$ cat src/rtl/vga_timing_gen.sv
// -----------------------------------------------------------------------------
// vga_timing_gen
//   Parametrised VGA raster timing generator. A pixel-clock divider produces
//   pix_ce, which advances a column counter (DrawX) and a line counter (DrawY).
//   Sync, blank and the line/frame strobes are registered from the next-state
//   counter values, so they line up with the DrawX/DrawY visible in the same
//   Clk cycle.
//
//   There is no valid/ready handshake on this block: pix_ce is the only
//   qualifier. A downstream pixel mapper consumes DrawX/DrawY on cycles where
//   pix_ce=1. All other outputs are level signals valid every cycle.
//
// Ports
//   Clk         in   system clock
//   Reset       in   synchronous, active-high reset
//   en          in   run enable; 0 freezes divider, counters and sync levels
//   hs          out  horizontal sync, HS_POL level inside the sync window
//   vs          out  vertical sync, VS_POL level inside the sync window
//   blank       out  1 in the active display region (DAC blank_n)
//   sync        out  composite sync, constant 0
//   DrawX       out  current column, 0..H_TOTAL-1
//   DrawY       out  current line, 0..V_TOTAL-1
//   pix_ce      out  one-Clk pulse on every pixel advance
//   line_start  out  one-Clk pulse in the first cycle DrawX shows 0 after a wrap
//   frame_start out  as line_start, but only when DrawY also wrapped to 0
// -----------------------------------------------------------------------------
module vga_timing_gen #(
  parameter int H_ACTIVE = 640,
  parameter int H_FP     = 16,
  parameter int H_SYNC   = 96,
  parameter int H_BP     = 48,
  parameter int V_ACTIVE = 480,
  parameter int V_FP     = 10,
  parameter int V_SYNC   = 2,
  parameter int V_BP     = 33,
  parameter bit HS_POL   = 1'b0,
  parameter bit VS_POL   = 1'b0,
  parameter int CLK_DIV  = 2,
  parameter int CW       = 11
) (
  input  logic          Clk,
  input  logic          Reset,
  input  logic          en,
  output logic          hs,
  output logic          vs,
  output logic          blank,
  output logic          sync,
  output logic [CW-1:0] DrawX,
  output logic [CW-1:0] DrawY,
  output logic          pix_ce,
  output logic          line_start,
  output logic          frame_start
);

  localparam int H_TOTAL = H_ACTIVE + H_FP + H_SYNC + H_BP;
  localparam int V_TOTAL = V_ACTIVE + V_FP + V_SYNC + V_BP;
  localparam int DW      = (CLK_DIV > 1) ? $clog2(CLK_DIV) : 1;
  localparam int CW1     = CW + 1;

  localparam logic [DW-1:0] DC_LAST = DW'(CLK_DIV - 1);
  localparam logic [CW-1:0] X_LAST  = CW'(H_TOTAL - 1);
  localparam logic [CW-1:0] Y_LAST  = CW'(V_TOTAL - 1);

  // Window bounds carry one extra bit: a sync window may end exactly at
  // 2**CW when the back porch is zero and the total fills the counter.
  localparam logic [CW:0] X_ACT  = CW1'(H_ACTIVE);
  localparam logic [CW:0] Y_ACT  = CW1'(V_ACTIVE);
  localparam logic [CW:0] HS_BEG = CW1'(H_ACTIVE + H_FP);
  localparam logic [CW:0] HS_END = CW1'(H_ACTIVE + H_FP + H_SYNC);
  localparam logic [CW:0] VS_BEG = CW1'(V_ACTIVE + V_FP);
  localparam logic [CW:0] VS_END = CW1'(V_ACTIVE + V_FP + V_SYNC);

  if ((H_TOTAL > 2**CW) || (V_TOTAL > 2**CW)) begin : g_bad_cw
    $error("vga_timing_gen: H_TOTAL/V_TOTAL do not fit in CW bits");
  end
  if (CLK_DIV < 1) begin : g_bad_div
    $error("vga_timing_gen: CLK_DIV must be >= 1");
  end

  // ---------------------------------------------------------------------------
  // Pixel clock divider. With CLK_DIV=1, DC_LAST is 0 and dc never leaves 0,
  // so pix_ce reduces to en.
  // ---------------------------------------------------------------------------
  logic [DW-1:0] dc;
  logic          dc_wrap;

  assign dc_wrap = (dc == DC_LAST);
  assign pix_ce  = en & dc_wrap;

  always_ff @(posedge Clk) begin
    if (Reset) begin
      dc <= '0;
    end else if (en) begin
      dc <= dc_wrap ? '0 : dc + 1'b1;
    end
  end

  // ---------------------------------------------------------------------------
  // Next-state counters. With pix_ce=0 the next state equals the current
  // state, so the registered decodes below hold their value while en=0.
  // ---------------------------------------------------------------------------
  logic [CW-1:0] x_nx;
  logic [CW-1:0] y_nx;
  logic          ls_nx;
  logic          fs_nx;
  logic          hs_act;
  logic          vs_act;
  logic          blank_nx;

  always_comb begin
    x_nx  = DrawX;
    y_nx  = DrawY;
    ls_nx = 1'b0;
    fs_nx = 1'b0;
    if (pix_ce) begin
      if (DrawX == X_LAST) begin
        x_nx  = '0;
        ls_nx = 1'b1;
        if (DrawY == Y_LAST) begin
          y_nx  = '0;
          fs_nx = 1'b1;
        end else begin
          y_nx = DrawY + 1'b1;
        end
      end else begin
        x_nx = DrawX + 1'b1;
      end
    end
  end

  assign hs_act   = ({1'b0, x_nx} >= HS_BEG) && ({1'b0, x_nx} < HS_END);
  assign vs_act   = ({1'b0, y_nx} >= VS_BEG) && ({1'b0, y_nx} < VS_END);
  assign blank_nx = ({1'b0, x_nx} < X_ACT) && ({1'b0, y_nx} < Y_ACT);

  // ---------------------------------------------------------------------------
  // Registered position and decodes
  // ---------------------------------------------------------------------------
  logic ls_q;
  logic fs_q;

  always_ff @(posedge Clk) begin
    if (Reset) begin
      DrawX <= '0;
      DrawY <= '0;
      hs    <= ~HS_POL;
      vs    <= ~VS_POL;
      blank <= 1'b0;
      ls_q  <= 1'b0;
      fs_q  <= 1'b0;
    end else begin
      DrawX <= x_nx;
      DrawY <= y_nx;
      hs    <= hs_act ? HS_POL : ~HS_POL;
      vs    <= vs_act ? VS_POL : ~VS_POL;
      blank <= blank_nx;
      ls_q  <= ls_nx;
      fs_q  <= fs_nx;
    end
  end

  // Strobes are suppressed while frozen so a consumer never sees a start
  // pulse in a cycle where the raster is not running.
  assign line_start  = ls_q & en;
  assign frame_start = fs_q & en;
  assign sync        = 1'b0;

endmodule
$ cat config.mk
export PLATFORM = sky130hd
export DESIGN_NAME = vga_timing_gen
export DESIGN_NICKNAME = d
export VERILOG_FILES = /design/src/rtl/vga_timing_gen.sv
export SDC_FILE = /design/constraint.sdc
export NUM_CORES = 1
export LEC_CHECK = 0
export CAP_MARGIN = 10
export CORE_MARGIN = 2
export CORE_UTILIZATION = 43
export DETAILED_ROUTE_END_ITERATION = 7
export MAX_ROUTING_LAYER = met4
export PLACE_DENSITY_LB_ADDON = 0.15
export SYNTH_ARGS = -nofsm -noshare
export SYNTH_HDL_FRONTEND = slang
export SYNTH_SLANG_ARGS = --single-unit
export TNS_END_PERCENT = 10
$ cat constraint.sdc
create_clock -name Clk -period 5.35 [get_ports Clk]
set_input_delay 0.535 -clock Clk [delete_from_list [all_inputs] [get_ports Clk]]
set_output_delay 0.535 -clock Clk [all_outputs]
set_load 0.02 [all_outputs]
# Yosys cells after proc, flatten, opt, wreduce, memory -nomap -nowiden
# Cells that the tools add are included.
# op_classes
div_mod_pow	0
n_reduce_logical	5
n_lt_le_gt_ge	6
eq_ne	2
muxes	10
shifts	0
add_sub_neg	3
bitwise	5
mul	0
# op_table
operator	count
$mux 11	5
$add 11x1->11 const B	2
$eq 11x10->1 const B	2
$lt 11x10->1 const B	2
$lt 11x9->1 const B	2
$ge 11x10->1 const B	1
$ge 11x9->1 const B	1
$mux 1	5
$and 1x1->1	3
$logic_and 1x1->1	3
$reduce_or 3->1	1
$not 1->1	2
$reduce_or 2->1	1
$add 1x1->1 const B	1
# totals
inputBits	3
memories	0
mem_bits_ro	0
mem_bits_rw	0
elab_cells	39
ff_bits	28
latch_bits	0

# Longest topological paths before layout
# depth
word_depth	7
ltp_mapped	8
mapped_depth_nobuf	8

# Worst setup path after synthesis
# No wires, ideal clock.
# synth_timing
kind	reg-to-reg
start	register DrawX[5]
end	register vs
setup_time_ps	130
path_buffers	2
required_time_ps	5220
slack_ps	2761
arrival_time_ps	2459
period_less_slack_ps	2589
stages_incl_launch_ff	8
path_cell_list	dfxtp_1 -> buf_6 -> or4_4 -> or4_1 -> buf_2 -> or4b_2 -> o21ai_1 -> nand3_1
# synth_via
elab_chain_cells	6
word_cells_on_any_way	7
classes_between	order compare: 2; eq/ne: 1; mux: 3; reduce/logical: 1
# synth_lines
item	line_no	source
start: declaration	48	output logic [CW-1:0] DrawX,
start signal: assignment	151	DrawX <= x_nx;
$eq 11x10->1 (*)	116	if (DrawX == X_LAST) begin
$mux 11 (*)	116	
$mux 11 (*)	115	if (pix_ce) begin
$ge 11x9->1 / $lt 11x9->1 (equally long branches)	132	assign vs_act = ({1'b0, y_nx} >= VS_BEG) && ({1'b0, y_nx} < VS_END);
$logic_and 1x1->1 (*)	132	
$mux 1 (*)	154	vs <= vs_act ? VS_POL : ~VS_POL;
end signal: assignment	146	vs <= ~VS_POL;
end signal: assignment	154	
end: declaration	45	output logic vs,
# Mark *: on every way between the ends. The rest lies on a longest branch, timed or not.
# A chain may end at the register's enable or synchronous reset.

# Worst setup path in the final report
# layout_timing
start	input port en
end	register vs
# layout_via
elab_chain_cells	5
word_cells_on_any_way	6
classes_between	order compare: 2; mux: 2; bitwise: 1; reduce/logical: 1
# layout_lines
item	line_no	source
start: declaration	43	input logic en,
$and 1x1->1 (*)	88	assign pix_ce = en & dc_wrap;
$mux 11 (*)	115	
$ge 11x9->1 / $lt 11x9->1 (equally long branches)	132	
$logic_and 1x1->1 (*)	132	
$mux 1 (*)	154	
# Marks and branches as above.

==> key figures <==
Setup path
  • Most frequent CP cell: nand3_1
  • Crit-path cells: clkdlybuf4s50_1, nand3_1, or4_1, or4b_2, o21ai_1, nand3_1
  • CP max-delay cell: or4_1
  • R2R depth: 6
  • Worst path bufs/invs: 1
  • Startpoint types: primary input
  • Critical path data required time: 5570 ps
  • Reg-to-reg critical path startpoint: DrawX[0]$_SDFF_PP0_
  • CP max FO: 9
  • Nature of the critical path endpoint: register
  • Slowest stage delay, CP: 710 ps
  • WP depth: 6
  • Worst setup path end: vs$_SDFF_PP1_
  • Worst reg2reg endpoint: vs$_SDFF_PP1_
  • WS Path Type: in2reg
  • Crit path max-delay family: simple AND/OR/NAND/NOR gates
  • CP startpoint: en
  • R2r setup slk: 2620 ps
  • WP data arrival: 2990 ps

Clock network
  • Total CTS buffers: 3
  • Post-CTS Resized: 0
  • Longest Clk Path Bufs: 2
  • Clk_lat worst skew: 320 ps
  • # clock sinks: 28
  • Setup bufs post-CTS: 0
  • H-Tree Depth: 1
  • Hold-fix buffer count after cts: 0
  • Clock Pin Slew Worst Setup and Hold Paths: 150 ps
  • Root Buffer: clkbuf_4
  • CTS tree: done

STA
  • Fin Setup TNS: 0 ps
  • Final Max Tran Viols: 0
  • Fmax: 362 MHz
  • Hold Vio Cnt, Final: 0
  • RSZ-0062 raised after global routing: false
  • Hold Slack: 524 ps
  • Setup violators final: 0
  • Setup Skew: 11.4 ps
  • Final min period: 2760 ps
  • Period utilization: 0.517

GRT
  • GRT Total Usage: 0.191
  • Initial antenna violation count: 0
  • Number of global-route vias before repair: 1,297
  • First-pass GRT wire length: 5.93 mm
  • Largest net degree at the start of global routing: 27
  • GRT met1 Usage: 0.230
  • Grt met3 use: 0.0234
  • Met2 Track Usage GR: 0.328
  • Remaining Overflow, GRT: 0
  • Top Usage Layer GRT: met2

Power and ir drop
  • Combinational power share: 0.052
  • Sw Ratio: 0.225
  • Internal: 0.243 mW
  • Peak supply drop: 0.0733 mV
  • Switching power total: 0.0708 mW
  • Pwr Total: 0.314 mW
  • Reg power frac: 0.676
  • Clock network fraction of total power: 0.272
  • Leakage: 0.590 nW
  • PD cells: 173 nW/um2

Finish
  • Fin cells: 251
  • Ant diodes: 0
  • Multi-input logic area: 850 um2
  • Fin nets: 213
  • Commonest non-fill, non-tap cell in the layout: clkdlybuf4s50_1
  • Synth-to-Final Area Change: 23.2%
  • Most frequent cells in the layout: 30 x clkdlybuf4s50_1, 28 x dfxtp_1, 19 x nor2_1
  • Layout cells sized above 1: 0.0537
  • Fillers: 339
  • Sequential cell area: 561 um2

Floorplan
  • Die Y: 62.6 um
  • Row count: 21
  • Starting Density: 0.446
  • Core footprint: 3310 um2
  • Die area: 3920 um2
  • Die Span X: 62.6 um
  • Top Ports: 32

Route
  • Drt pass-1 iters: 4
  • Wire per inst: 14.0 um
  • Vias: 1,406
  • DRT iter0 DRCs: 72
  • Vias/cell: 5.60
  • Overall routed net length: 3.50 mm
  • DRC errors left: 0
  • Antenna viol nets, final: 0

Synthesis
  • Post-Synthesis Cell Area: 1480 um2
  • Synth Flop Type: dfxtp_1
  • Synthesis-stage register bit count: 28
  • Library cells used by synthesis: 41
  • Register area share after synthesis: 0.380
  • Yosys warns: 0
  • Fraction of registers with async set/reset: 0
  • Mapped Cells: 181
  • EDFF count, synth: 0
  • Post-Syn Nets: 187
  • Mapped Avg Cell Area: 8.15 um2

Status
  • Status: completed

Placed design
  • Port Buffers: 30
  • Final GP Congestion: 0.923
  • Post-detailed-placement half-perimeter wirelength: 2.58 mm
  • Placed cell count: 248

Min path
  • Hold crit path type: reg2reg
  • Hold path start: DrawX[1]$_SDFF_PP0_

Run
  • Max Cap Viol: 0
## cells by family (layout without fill, tap and decap cells)
group           after synthesis  in the layout  synth area share
buf+inv                      14             38            0.0441
simple gates                 94             94             0.360
fa+ha+maj                     3              3            0.0254
xor+xnor                     15             15            0.0891
flops                        28             28             0.380
other cells                   1              1           0.00254
compound gates               26             26            0.0992
## per-stage QoR
step | setup slack [ps] | cell area (um2) | util
finish | 2590 | 1820 | 0.549
global placement | 2290 | 1790 | 0.542
global route | 2440 | 1820 | 0.549
floorplan | 2760 | 1480 | -
CTS | 2620 | 1820 | 0.549
detailed placement | 2240 | 1790 | 0.542
## power by group through the flow
stage	clock network [mW]	logic (mW)	registers (mW)
final	0.0854	0.0163	0.212
after global routing	0.0970	0.0179	0.213
after CTS	0.0909	0.0164	0.212
after detailed placement	0	0.0165	0.217
after global placement	0	0.0161	0.217
after floorplan	0	0.00869	0.218
## layer usage
| metal | vias to the layer above | share of wire | wire length [um] |
|---|---|---|---|
| met3 | 2 | 0.044 | 154 |
| li1 | 698 | - | - |
| met4 | 0 | 0.0057 | 20 |
| met1 | 665 | 0.42 | 1490 |
| met2 | 41 | 0.53 | 1840 |
| met5 | - | 0 | 0 |
## state kept, by name, indices dropped and copies added, names as in the netlist
signal,cells
DrawY,11
DrawX,11
fs_q,1
dc,1
hs,1
vs,1
ls_q,1
blank,1
## worst reg2reg max path, stage by stage, from the launching register on
cell and delay (ps):
dfxtp_1 450, ha_1 220, nand3_1 260, or4_1 760, or4b_2 700, o21ai_1 150, nand3_1 80
## cell type report
cell class                 instances  share of cell area
clock buffer                       3              0.0124
inverter                           3             0.00620
multi-input combinational        139               0.468
sequential                        28               0.309
tap                               46              0.0317
timing repair buffer              32               0.174
## cells in the mapped netlist (2+ instances only)
cell type | instances | share of area
a211oi_1 | 2 | 0.010
a21oi_1 | 10 | 0.034
a31oi_1 | 2 | 0.0085
and2_1 | 2 | 0.0085
and3_1 | 3 | 0.013
buf_1 | 2 | 0.0051
clkbuf_1 | 6 | 0.015
dfxtp_1 | 28 | 0.38
ha_1 | 3 | 0.025
inv_1 | 3 | 0.0076
nand2_1 | 16 | 0.041
nand3_1 | 12 | 0.041
nand3b_1 | 2 | 0.010
nand4_1 | 7 | 0.030
nand4b_1 | 2 | 0.012
nor2_1 | 19 | 0.048
nor3_1 | 13 | 0.044
nor4_1 | 3 | 0.013
o21ai_0 | 7 | 0.024
o21ai_1 | 3 | 0.010
or3_1 | 2 | 0.0085
or4_1 | 2 | 0.010
xnor2_1 | 8 | 0.047
xor2_1 | 7 | 0.042
## how the worst min path moves through the flow
stage / to / slack [ps] / depth (start not counted)
finish: DrawX[1]$_SDFF_PP0_ / 520 / 2
global route: DrawX[1]$_SDFF_PP0_ / 550 / 2
CTS: DrawX[1]$_SDFF_PP0_ / 530 / 2
detailed placement: DrawX[1]$_SDFF_PP0_ / 510 / 2
global placement: DrawX[1]$_SDFF_PP0_ / 500 / 2
floorplan: dc$_SDFFE_PP0P_ / 500 / 2
No activity file was read; power rests on OpenSTA's default activity.
